$ cat config.mk
export PLATFORM = sky130hd
export DESIGN_NAME = shift_add_mult_ctrl
export DESIGN_NICKNAME = d
export VERILOG_FILES = /design/src/rtl/shift_add_mult_ctrl.sv
export SDC_FILE = /design/constraint.sdc
export NUM_CORES = 1
export LEC_CHECK = 0
export CORE_AREA = 2 2 39 41
export DETAILED_ROUTE_END_ITERATION = 10
export DIE_AREA = 0 0 41 43
export SYNTH_ARGS = -nofsm -noshare
export SYNTH_HDL_FRONTEND = slang
export SYNTH_SLANG_ARGS = --single-unit
export TNS_END_PERCENT = 50
$ cat constraint.sdc
create_clock -name clk -period 1.3 [get_ports clk]
set_input_delay 0.26 -clock clk [delete_from_list [all_inputs] [get_ports clk]]
set_output_delay 0.26 -clock clk [all_outputs]
set_load 0.02 [all_outputs]
$ cat src/rtl/shift_add_mult_ctrl.sv
// shift_add_mult_ctrl
// Moore controller for an N-bit shift-and-add multiplier. The product
// register holds {accumulator, multiplier}; each operation loads the
// operands, runs exactly N/2 add-and-shift-right steps, then pulses done.
//
// Ports:
//   clk       rising-edge clock
//   rst       synchronous active-high reset
//   start     request a multiplication (only honoured while ready=1)
//   mult_lsb  product register bit 0, the current multiplier LSB
//   ready     high while idle
//   ld        product register parallel load (acc=0, multiplier=operand)
//   ld_mc     multiplicand register load
//   shr       add-and-shift-right enable
//   add_en    gates the multiplicand onto the adder b-input
//   cnt       iterations completed in the current operation
//   done      one-cycle pulse; product is valid while it is high
//
// Handshake: start is a level sampled at a rising edge only while ready=1;
// anything on start in other states is dropped. done is a single-cycle
// strobe with no back-pressure.
//
// N must be even and at least 4.
module shift_add_mult_ctrl #(
    parameter int N  = 8,
    parameter int CW = $clog2(N/2) + 1
) (
    input  logic          clk,
    input  logic          rst,
    input  logic          start,
    input  logic          mult_lsb,
    output logic          ready,
    output logic          ld,
    output logic          ld_mc,
    output logic          shr,
    output logic          add_en,
    output logic [CW-1:0] cnt,
    output logic          done
);

    typedef enum logic [1:0] {
        IDLE = 2'd0,
        LOAD = 2'd1,
        CALC = 2'd2,
        DONE = 2'd3
    } state_t;

    localparam logic [CW-1:0] LAST_STEP = CW'(N/2 - 1);
    localparam logic [CW-1:0] ONE       = CW'(1);

    state_t        state;
    state_t        state_next;
    logic [CW-1:0] cnt_next;

    always_ff @(posedge clk) begin
        if (rst) begin
            state <= IDLE;
            cnt   <= '0;
        end else begin
            state <= state_next;
            cnt   <= cnt_next;
        end
    end

    always_comb begin
        state_next = state;
        cnt_next   = cnt;
        ready      = 1'b0;
        ld         = 1'b0;
        ld_mc      = 1'b0;
        shr        = 1'b0;
        done       = 1'b0;
        case (state)
            IDLE: begin
                ready = 1'b1;
                if (start) state_next = LOAD;
            end
            LOAD: begin
                ld         = 1'b1;
                ld_mc      = 1'b1;
                cnt_next   = '0;
                state_next = CALC;
            end
            CALC: begin
                shr      = 1'b1;
                cnt_next = cnt + ONE;
                // The last step leaves cnt at N/2, which DONE then holds.
                if (cnt == LAST_STEP) state_next = DONE;
            end
            DONE: begin
                done       = 1'b1;
                state_next = IDLE;
            end
            default: state_next = IDLE;
        endcase
    end

    // Combinational so the LSB present during a step decides that step's add.
    assign add_en = shr & mult_lsb;

endmodule

==> impl_metrics.py <==
metrics = {
    "global_routing": {
        "grt_max_degree": 8,
        "grt_pass1_wl_microns": 1050,
        "grt.busiest_layer": "met2",
        "grt_util_met2_pct": 13.1,
        "grt_pass1_vias": 258,
        "grt.met1_usage_pct": 10.0,
        "use_met3_pct": 6.28,
        "grt.total_usage_pct": 9.45,
        "antenna_found_initial": 0,
        "grt_overflow": 0,
    },
    "yosys": {
        "synth_fa_ha_area_share_pct": 27.0,
        "ys_ff_latch": 5,
        "avgSynthCellArea_sq_um": 9.26,
        "synth_xor_area_share_pct": 0,
        "synth_edf_count": 0,
        "muxShareOfSynthArea_pct": 3.09,
        "synth_cell_types": 15,
        "async_flop_share_pct": 0,
        "synthesis.nets": 46,
        "synth-warning-count": 0,
        "synthCells": 35,
        "yosys.area_share.simple_pct": 21.2,
        "synth_top_family_by_area": "adder cells",
        "ys.flop_type": "dfxtp_1",
        "synth_compound_area_share_pct": 9.65,
        "syn-cell-area_sq_um": 324,
        "yosysSeqAreaShare_pct": 30.9,
    },
    "outcome": {
        "status": "finished with violations",
        "violations": "negative setup slack",
    },
    "min_path": {
        "hold_class": "reg2reg",
    },
    "setup_path": {
        "crit_type": "reg2reg",
        "r2r-end": "state[0]",
        "endpoint": "state[0]",
        "timing.rr.start": "state[0]",
        "worstPathRequired_ns": 1.44,
        "slowest_delay_ns": 0.33,
        "worstPathCellList": "inv_2 -> buf_6 -> ha_4 -> nor2b_4 -> or3_1 -> o211a_1",
        "r2r_cells": 6,
        "cp_max_fo": 2,
        "critical-path-slowest-cell": "dfxtp_2",
        "rrSetupSlack_ns": -0.009,
        "crit_path_end_kind": "flip-flop",
        "crit_start": "state[0]",
        "worstPathArrival_ns": 1.45,
        "critPathLaunchType": "flip-flop",
    },
    "route": {
        "ant_nets": 0,
        "totalWireLength_microns": 682,
        "wire_per_inst_microns": 9.61,
        "via_count": 307,
        "drc": 0,
        "drt_iter0_markers": 2,
        "via_per_inst": 4.32,
        "drt-pass1-iter-count": 2,
    },
    "flow_run": {
        "drv_cap": 0,
    },
    "floorplanning": {
        "die_x_microns": 41,
        "core_sq_um": 1380,
        "fp.dieH_microns": 43,
        "num_rows": 14,
        "dieArea_sq_um": 1760,
        "io_pins": 13,
        "initial_core_util_pct": 23.4,
    },
    "timing": {
        "slew_viol_final": 0,
        "post-route-period-util_pct": 101,
        "rsz0062_at_grt": "true",
        "max_freq_mhz": 764,
        "fin_ws_ns": -0.00876,
        "finalHoldViolCount": 0,
        "fin_crit_ns": 1.31,
        "finalSetupViolCount": 2,
        "skew_ns": 0.00808,
        "slew_headroom_pct": 84.9,
        "worst_slew_pin_slew_ns": 0.227,
    },
    "clock_network": {
        "clk_path_buf_depth": 2,
        "clkSinkCount": 5,
        "clock_latency_ns": 0.25,
        "cts_inserted_buffers": 3,
        "tritoncts": "yes",
        "cts_hold_repair.buffers": 0,
        "cts.reportedPaths.clkPinSlew_ns": 0.05,
        "htreeDepth": 1,
        "root_buffer": "clkbuf_4",
        "postCtsSetupRepairBufs": 0,
    },
    "placement": {
        "io_buffers": 12,
        "dpl.hpwl_microns": 527,
        "routabilityCongestion": 0.683,
    },
    "cells_and_area": {
        "num-fill-cells": 139,
        "fin_util_pct": 40.4,
        "diodes": 0,
        "final_layout_size_suffix_gt1_share_pct": 43.6,
        "fin_nets": 67,
        "area_growth_pct": 72.6,
    },
    "power": {
        "leakagePower_nw": 0.261,
        "power_density_nw_per_um2": 1760,
        "total_power_mw": 0.982,
        "max-vdd-ir-drop_mv": 0.791,
    },
}
synthesized netlist by cell type, types with 2 or more instances:
| library cell | number | area (sq um) |
|---|---|---|
| ha_1 | 7 | 87.6 |
| nand2b_1 | 2 | 12.5 |
| dfxtp_1 | 5 | 100 |
| and2_1 | 2 | 12.5 |
| inv_1 | 5 | 18.8 |
| nand2_1 | 3 | 11.3 |
| a21oi_1 | 3 | 15.0 |
sequential cells by signal, indices dropped and copies added, names as in the netlist:
name,cells
state,2
cnt,3
where the power goes:
| group | internal (mW) | switching (mW) |
|---|---|---|
| Sequential | 0.188 | 0.0251 |
| Clock | 0.116 | 0.0699 |
| Combinational | 0.309 | 0.274 |
layout make-up:
type / count / area (sq um) / area share [%]
multi-input combinational: 24 / 230 / 41.2
timing repair buffer: 17 / 159 / 28.4
clock buffer: 4 / 26.3 / 4.70
inverter: 5 / 18.8 / 3.36
tap: 16 / 20.0 / 3.58
sequential: 5 / 105 / 18.8
metal layers:
metal / vias up / routed length, microns
li1: 155 / -
met2: 14 / 329
met3: 2 / 69
met5: - / 0
met1: 136 / 279
met4: 0 / 4
cells by family (layout without fill, tap and decap cells):
logic type,count (synthesis),count (layout)
buffers and inverters,6,26
multiplexers,1,1
AO/OA/AOI/OAI,5,5
AND/OR/NAND/NOR,11,11
flip-flops,5,5
adder cells (fa/ha/maj),7,7
placed cells by master, fill, tap and decap left out, drive strengths merged:
cell	synthesis	layout
nand3	1	1
a21oi	3	3
and2	2	2
nor2b	1	1
nand3b	1	1
clkdlybuf4s50	0	3
dfxtp	5	5
o211a	1	1
o22ai	1	1
nand2b	2	2
clkbuf	0	4
mux2i	1	1
buf	1	11
ha	7	7
inv	5	5
or3	1	1
nand2	3	3
dlygate4sd2	0	3
worst max-delay path, delay by kind of cell, from the launching register on:
family	cells	cell delay (ns)
and+or+nand+nor	2	0.42
DFF	1	0.33
adders and majority gates	1	0.15
buffers and inverters	2	0.17
AOI/OAI and AO/OA	1	0.13
through the flow:
| step | hold slack [ns] | cell area (sq um) | setup WS (ns) | std cells | setup TNS [ns] |
|---|---|---|---|---|---|
| final | 0.487 | 559 | -0.00876 | 71 | -0.0150 |
| after global routing | 0.521 | 559 | -0.0651 | 71 | -0.257 |
| after CTS | 0.494 | 541 | -0.0615 | 71 | -0.0706 |
| after detailed placement | 0.489 | 509 | -0.371 | 67 | -1.57 |
| after global placement | 0.483 | 509 | -0.369 | 67 | -1.42 |
| after floorplan | 0.329 | 339 | 0.0100 | 35 | 0 |
worst min-delay path by stage:
stage | slack [ns] | end | depth (start not counted) | startpoint
2_1_floorplan | 0.33 | cnt[0] | 1 | rst
3_5_place_dp | 0.49 | cnt[1] | 2 | cnt[1]
3_3_place_gp | 0.48 | cnt[1] | 2 | cnt[1]
4_1_cts | 0.49 | cnt[1] | 2 | cnt[1]
6_report | 0.49 | cnt[1] | 2 | cnt[1]
5_1_grt | 0.52 | cnt[1] | 2 | cnt[1]
repair_timing:
item,4_1_cts,5_1_grt
gates resized for setup,43,4
gates cloned,0,0
setup endpoints to repair,14,6
Power figures use the tool's default switching activity.
